File: config.mk
export PLATFORM = sky130hd
export DESIGN_NAME = ping_pong_buffer_ctrl
export DESIGN_NICKNAME = d
export VERILOG_FILES = /design/src/rtl/top_pkg.sv /design/src/rtl/pp_bank_ram.sv /design/src/rtl/ping_pong_buffer_ctrl.sv
export SDC_FILE = /design/constraint.sdc
export NUM_CORES = 2
export LEC_CHECK = 0
export CAP_MARGIN = 5
export CORE_UTILIZATION = 45
export CTS_CLUSTER_SIZE = 25
export DETAILED_ROUTE_END_ITERATION = 10
export PLACE_DENSITY = 0.6
export SLEW_MARGIN = 0
export SYNTH_ARGS = -nofsm -noshare
export SYNTH_HDL_FRONTEND = slang
export SYNTH_HIERARCHICAL = 1
export SYNTH_SLANG_ARGS = --single-unit
File: constraint.sdc
create_clock -name clk -period 10.01 [get_ports clk]
set_input_delay 1.5015 -clock clk [delete_from_list [all_inputs] [get_ports clk]]
set_output_delay 1.5015 -clock clk [all_outputs]
set_load 0.05 [all_outputs]
File: src/rtl/top_pkg.sv
// Shared types and helpers for the attention datapath: chunk sizing, bank state
// encoding and the module-slice extractor used on the wide producer bus.
package top_pkg;

    localparam int TOP_CHUNK_SIZE = 1;
    localparam int TOP_BLOCK_SIZE = 32;
    localparam int MAX_BUS_W      = 4096;

    typedef enum logic [1:0] {
        EMPTY    = 2'd0,
        FILLING  = 2'd1,
        FULL     = 2'd2,
        DRAINING = 2'd3
    } bank_state_e;

    // Slice idx counts from the MSB end; callers zero-extend the bus to
    // MAX_BUS_W and truncate the result back to mod_w bits.
    function automatic logic [MAX_BUS_W-1:0] extract_module(
        input logic [MAX_BUS_W-1:0] bus,
        input int                   idx,
        input int                   mod_w,
        input int                   total
    );
        logic [MAX_BUS_W-1:0] mask;
        mask = {MAX_BUS_W{1'b1}} >> (MAX_BUS_W - mod_w);
        return (bus >> ((total - 1 - idx) * mod_w)) & mask;
    endfunction

endpackage

File: src/rtl/pp_bank_ram.sv
// One bank of the ping-pong buffer: simple dual-port RAM, registered read,
// written behaviourally so a vendor macro can be dropped in.
module pp_bank_ram #(
    parameter  int DEPTH = 32,
    parameter  int WIDTH = 32,
    localparam int AW    = $clog2(DEPTH)
) (
    input  logic             clk,
    input  logic             i_we,
    input  logic [AW-1:0]    i_waddr,
    input  logic [WIDTH-1:0] i_wdata,
    input  logic             i_re,
    input  logic [AW-1:0]    i_raddr,
    output logic [WIDTH-1:0] o_rdata
);

    logic [WIDTH-1:0] r_mem [DEPTH];

    always_ff @(posedge clk) begin
        if (i_we) r_mem[i_waddr] <= i_wdata;
        if (i_re) o_rdata <= r_mem[i_raddr];
    end

endmodule

File: src/rtl/ping_pong_buffer_ctrl.sv
// Two-bank ping-pong buffer: fills one bank from a selected producer slice while
// the other is drained READ_PASSES times through a 2-entry output skid.
module ping_pong_buffer_ctrl
    import top_pkg::*;
#(
    parameter  int WIDTH         = 16,
    parameter  int NUM_CORES_A   = 2,
    parameter  int NUM_CORES_B   = 1,
    parameter  int TOTAL_MODULES = 4,
    parameter  int DEPTH         = 32,
    parameter  int READ_PASSES   = 2,
    localparam int MODULE_WIDTH  = WIDTH * TOP_CHUNK_SIZE * NUM_CORES_A * NUM_CORES_B,
    localparam int IN_WIDTH      = MODULE_WIDTH * TOTAL_MODULES,
    localparam int ADDR_WIDTH    = $clog2(DEPTH),
    localparam int SEL_W         = (TOTAL_MODULES > 1) ? $clog2(TOTAL_MODULES) : 1,
    localparam int PASS_W        = $clog2(READ_PASSES + 1)
) (
    input  logic                    clk,
    input  logic                    rst_n,
    input  logic                    clear,
    input  logic [SEL_W-1:0]        slicing_idx,
    input  logic                    in_valid,
    output logic                    in_ready,
    input  logic [IN_WIDTH-1:0]     in_data,
    output logic                    out_valid,
    input  logic                    out_ready,
    output logic [MODULE_WIDTH-1:0] out_data,
    output logic                    out_last,
    output logic [PASS_W-1:0]       out_pass,
    output logic [1:0]              bank_full
);

    typedef struct packed {
        logic [MODULE_WIDTH-1:0] data;
        logic [PASS_W-1:0]       pass;
        logic                    last;
    } skid_t;

    bank_state_e             r_st [2];
    bank_state_e             w_st_nxt [2];
    logic                    r_wr_bank;
    logic                    r_iss_bank;
    logic                    r_rd_bank;
    logic [ADDR_WIDTH-1:0]   r_wr_addr;
    logic [ADDR_WIDTH-1:0]   r_rd_addr;
    logic [PASS_W-1:0]       r_pass;

    logic                    r_rd_vld;
    logic                    r_rd_last;
    logic                    r_rd_sel;
    logic [PASS_W-1:0]       r_rd_pass;

    skid_t                   r_sk0;
    skid_t                   r_sk1;
    logic [1:0]              r_sk_cnt;
    skid_t                   w_sk_in;

    logic [MAX_BUS_W-1:0]    w_bus_ext;
    logic [MODULE_WIDTH-1:0] w_wdata;
    logic [1:0][MODULE_WIDTH-1:0] w_ram_q;

    logic w_idx_ok;
    logic w_wr_fire;
    logic w_wr_en;
    logic w_wr_end;
    logic w_pop;
    logic w_release;
    logic w_room;
    logic w_rd_en;
    logic w_rd_wrap;
    logic w_rd_final;

    // ---------------- write side ----------------
    assign in_ready  = !clear && (r_st[r_wr_bank] == EMPTY || r_st[r_wr_bank] == FILLING);
    assign w_idx_ok  = int'(slicing_idx) < TOTAL_MODULES;
    assign w_wr_fire = in_valid && in_ready;
    assign w_wr_en   = w_wr_fire && w_idx_ok;
    assign w_wr_end  = w_wr_en && (r_wr_addr == ADDR_WIDTH'(DEPTH - 1));

    assign w_bus_ext = MAX_BUS_W'(in_data);
    assign w_wdata   = MODULE_WIDTH'(extract_module(w_bus_ext, int'(slicing_idx),
                                                    MODULE_WIDTH, TOTAL_MODULES));

    // ---------------- read side ----------------
    // Issue pointer runs ahead of the release pointer so the next bank starts
    // streaming while the tail of the previous one is still in the skid.
    assign out_valid  = (r_sk_cnt != 2'd0);
    assign w_pop      = out_valid && out_ready;
    assign w_release  = w_pop && r_sk0.last;
    assign w_room     = ({1'b0, r_sk_cnt} + 3'(r_rd_vld)) <= (3'd1 + 3'(w_pop));
    assign w_rd_en    = !clear && w_room &&
                        (r_st[r_iss_bank] == FULL || r_st[r_iss_bank] == DRAINING);
    assign w_rd_wrap  = (r_rd_addr == ADDR_WIDTH'(DEPTH - 1));
    assign w_rd_final = w_rd_wrap && (r_pass == PASS_W'(READ_PASSES - 1));

    // Write, issue and release always target different banks, so the three
    // updates never collide on one entry.
    always_comb begin
        w_st_nxt = r_st;
        if (w_wr_en)
            w_st_nxt[r_wr_bank] = w_wr_end ? FULL : FILLING;
        if (w_rd_en && r_st[r_iss_bank] == FULL)
            w_st_nxt[r_iss_bank] = DRAINING;
        if (w_release)
            w_st_nxt[r_rd_bank] = EMPTY;
    end

    always_ff @(posedge clk or negedge rst_n) begin
        if (!rst_n) begin
            r_st[0]    <= EMPTY;
            r_st[1]    <= EMPTY;
            r_wr_bank  <= 1'b0;
            r_iss_bank <= 1'b0;
            r_rd_bank  <= 1'b0;
            r_wr_addr  <= '0;
            r_rd_addr  <= '0;
            r_pass     <= '0;
            r_rd_vld   <= 1'b0;
            r_rd_last  <= 1'b0;
            r_rd_sel   <= 1'b0;
            r_rd_pass  <= '0;
        end else if (clear) begin
            r_st[0]    <= EMPTY;
            r_st[1]    <= EMPTY;
            r_wr_bank  <= 1'b0;
            r_iss_bank <= 1'b0;
            r_rd_bank  <= 1'b0;
            r_wr_addr  <= '0;
            r_rd_addr  <= '0;
            r_pass     <= '0;
            r_rd_vld   <= 1'b0;
            r_rd_last  <= 1'b0;
            r_rd_sel   <= 1'b0;
            r_rd_pass  <= '0;
        end else begin
            r_st <= w_st_nxt;
            if (w_wr_en) begin
                if (w_wr_end) begin
                    r_wr_addr <= '0;
                    r_wr_bank <= ~r_wr_bank;
                end else begin
                    r_wr_addr <= r_wr_addr + ADDR_WIDTH'(1);
                end
            end
            if (w_rd_en) begin
                if (w_rd_wrap) begin
                    r_rd_addr <= '0;
                    if (w_rd_final) begin
                        r_pass     <= '0;
                        r_iss_bank <= ~r_iss_bank;
                    end else begin
                        r_pass <= r_pass + PASS_W'(1);
                    end
                end else begin
                    r_rd_addr <= r_rd_addr + ADDR_WIDTH'(1);
                end
            end
            if (w_release) r_rd_bank <= ~r_rd_bank;
            r_rd_vld  <= w_rd_en;
            r_rd_last <= w_rd_en && w_rd_final;
            r_rd_pass <= r_pass;
            r_rd_sel  <= r_iss_bank;
        end
    end

    // ---------------- output skid ----------------
    assign w_sk_in = {w_ram_q[r_rd_sel], r_rd_pass, r_rd_last};

    always_ff @(posedge clk or negedge rst_n) begin
        if (!rst_n) begin
            r_sk0    <= '0;
            r_sk1    <= '0;
            r_sk_cnt <= 2'd0;
        end else if (clear) begin
            r_sk0    <= '0;
            r_sk1    <= '0;
            r_sk_cnt <= 2'd0;
        end else begin
            case ({r_rd_vld, w_pop})
                2'b10: begin
                    if (r_sk_cnt == 2'd0) r_sk0 <= w_sk_in;
                    else                  r_sk1 <= w_sk_in;
                    r_sk_cnt <= r_sk_cnt + 2'd1;
                end
                2'b01: begin
                    r_sk0    <= r_sk1;
                    r_sk_cnt <= r_sk_cnt - 2'd1;
                end
                2'b11: begin
                    if (r_sk_cnt == 2'd1) begin
                        r_sk0 <= w_sk_in;
                    end else begin
                        r_sk0 <= r_sk1;
                        r_sk1 <= w_sk_in;
                    end
                end
                default: ;
            endcase
        end
    end

    assign out_data = r_sk0.data;
    assign out_pass = r_sk0.pass;
    assign out_last = r_sk0.last;

    // ---------------- banks ----------------
    for (genvar b = 0; b < 2; b++) begin : g_bank
        pp_bank_ram #(
            .DEPTH (DEPTH),
            .WIDTH (MODULE_WIDTH)
        ) u_ram (
            .clk     (clk),
            .i_we    (w_wr_en && (r_wr_bank == 1'(b))),
            .i_waddr (r_wr_addr),
            .i_wdata (w_wdata),
            .i_re    (w_rd_en && (r_iss_bank == 1'(b))),
            .i_raddr (r_rd_addr),
            .o_rdata (w_ram_q[b])
        );
        assign bank_full[b] = (r_st[b] == FULL) || (r_st[b] == DRAINING);
    end

    a_idx_range: assert property (@(posedge clk) disable iff (!rst_n)
        (in_valid && in_ready) |-> w_idx_ok);

    a_out_hold: assert property (@(posedge clk) disable iff (!rst_n || clear)
        (out_valid && !out_ready) |=> $stable({out_data, out_pass, out_last}));

endmodule

==> reports/metrics.yaml <==
status: "complete, no violations"
crit_path_end_kind: "output pin"
area_delta_synth_final_pct: 13.23
netlist_top_cells_count: "edfxtp_1, mux2i_1, nand2_1, a21oi_1, nand3_1"
ys_seq_elements: 2206
max_freq_ghz: 0.1979
post_cts_buffers: 0
p_leak_nw: 29.62
globalplace.congestion: 0.9004
ys_async_sr_fraction_pct: 4.261
cts_tree: "done"
layout.nets: 5329
finalHoldViolCount: 0
cp-start-kind: "input port"
grt_pass1_wl_um: 325800
slowest_delay_ns: 0.72
grt_start_max_net_pins: 130
crit_slowest_cell: "clkdlybuf4s50_1"
synth_ff_type: "edfxtp_1"
vias: 46420
grt_pass1_vias: 44090
dr.pass1.iters: 6
htree_levels: 4
cp_cell_sequence: "buf_2 -> buf_4 -> inv_1 -> and2_1 -> clkdlybuf4s50_1"
design.die.area_um2: 195100
met3_usage_pct: 3.676
synth.avg_cell_area_um2: 17.40
ys_types: 52
fin_util_pct: 51.22
clk_latency_ns: 0.88
skew_ns: 0.04479
synthesis.nets: 5146
pre_cts_slack_ns: 4.602
rsz0062_at_grt: "false"
worst_pin_slew_ns: 1.318
synth_edf_count: 2112
max-cap-violations: 0
max-vdd-ir-drop_mv: 0.2004
root_buffer: "clkbuf_16"
synth_cells: 5002
netlist_area_um2: 87020
place_inst: 7493
finalWorstPathRequiredPeriod_ns: 5.052
cp_max_fo: 52
cp.required_ns: 8.51
die_h_um: 441.8
clk_path_buf_depth: 3
powerDensity_nw_per_um2: 195.9
routedWlPerCell_um: 29.81
die_x_um: 441.8
cts_resized: 0
top_usage_layer: "met2"
min_path_type: "flop to flop"
cts_buffers: 216
worstSetupPathType: "input port to output pin"
final_antenna_net_count: 0
setup_tns_ns: 0
synth_top_cell_by_area: "edfxtp_1"
maxSlewHeadroom_pct: 12.14
num-fill-cells: 15470
clk_pin_slew_ns: 0.06
drt_drc_violations_left: 0
ioPinCount: 174
io_buffers: 173
grt_usage_pct: 23.58
setup_slack_ns: 4.958
synth.area.top_cells: "edfxtp_1, mux2i_1, dfrtp_1"
overflow: 0
postRouteWirelength_um: 235400
instances_no_fill: 7899
post-dp-hpwl_um: 137700
setup_viol: 0
initial_core_util_pct: 45.23
yosysMostFrequentCell: "edfxtp_1"
synth.yosys.seq_area_share_pct: 75.58
cp.arrival_ns: 3.55
postCtsHoldBufs: 0
fp-row-count: 161
grt_use_met2_pct: 38.48
cts_sinks: 2206
coreArea_um2: 192400
synth_top_area_share_pct: 72.88
drt_iter0_drc: 6420
slew_violations: 0
antenna_found_initial: 16
post-route-period-util_pct: 50.47
drive_gt1_share_pct: 10.12
grt_use_met1_pct: 32.54
vias_per_cell: 5.876
yosys_warnings: 6
## per-stage QoR
step	total power, mW	hold slack, ns	area, um2
after global routing	19.79	0.5288	98530
after global placement	11.43	0.4489	91490
after detailed placement	11.45	0.4590	91490
after floorplan	10.90	0.4304	87020
after CTS	19.42	0.4707	98520
final	19.30	0.4772	98540
## where the power goes
part	total, mW	switching [mW]	internal, mW
clock network	8.05	3.44	4.62
registers	10.4	0.0562	10.3
logic	0.893	0.697	0.196
## worst paths after layout
path	startpoint	to	slack [ns]	cells after the start
setup / recovery	clear	in_ready	4.96	5
setup reg to reg	r_rd_addr[0]	g_bank[0].u_ram/o_rdata[16]	5.60	7
hold reg to reg	out_data[21]	out_data[21]	0.48	2
min in group asynchronous	rst_n	out_data[0]	0.63	1
max in group asynchronous	rst_n	r_rd_addr[0]	8.16	2
hold / removal	out_data[21]	out_data[21]	0.48	2
## layer usage
metal  vias up  routed length (um)
met4         8                7198
met5         -                  53
li1      20180                   -
met2      1900              114700
met1     24010               94710
met3       316               18820
## cell usage in the layout (no fill, tap or decap), types with 20 or more instances in the layout
cell and instances:
mux2i_1 1091, nor2_4 67, a22oi_1 192, a31oi_1 70, a21oi_1 202, mux4_2 32, nor3_1 66, clkinv_2 38
a22o_1 129, nor2_1 49, bufinv_16 20, buf_4 79, mux2_2 29, nand2_1 239, dfrtp_1 93, edfxtp_1 2112
clkinv_1 40, o21ai_0 41, clkbuf_1 56, clkdlybuf4s50_1 170, nand3_1 201, clkbuf_16 220
## layout make-up
class | instances | area, um2 | area share [%]
timing repair buffer | 256 | 2405 | 2.440
antenna | 6 | 15.01 | 0.01524
clock buffer | 285 | 5839 | 5.926
inverter | 12 | 45.04 | 0.04571
sequential | 2206 | 65780 | 66.75
clock inverter | 115 | 1197 | 1.215
multi-input combinational | 2493 | 20100 | 20.40
tap | 2526 | 3161 | 3.207
## sequential cells by signal (all words and copies together) (netlist names)
name	flops
r_iss_bank	1
out_data	32
out_last	1
g_bank.u_ram/r_mem	2048
r_st	2
r_rd_last	1
g_bank.u_ram/o_rdata	64
r_pass	2
r_sk_cnt	2
out_pass	2
r_wr_addr	5
r_rd_sel	1
r_rd_pass	2
r_rd_bank	1
r_rd_vld	1
r_sk1	35
r_rd_addr	5
r_wr_bank	1
## critical path, delay by kind of cell
family | cells | cell delay (ns)
simple gates | 1 | 0.32
buf+inv | 4 | 1.67
## kinds of logic after synthesis
| group | Yosys count | synth area share, % |
|---|---|---|
| flops | 2206 | 75.58 |
| mux | 1152 | 13.75 |
| simple gates | 672 | 3.472 |
| compound gates | 657 | 5.064 |
| buf+inv | 303 | 1.961 |
| fa+ha+maj | 9 | 0.1380 |
| xor+xnor | 3 | 0.03020 |
Power figures use the tool's default switching activity.
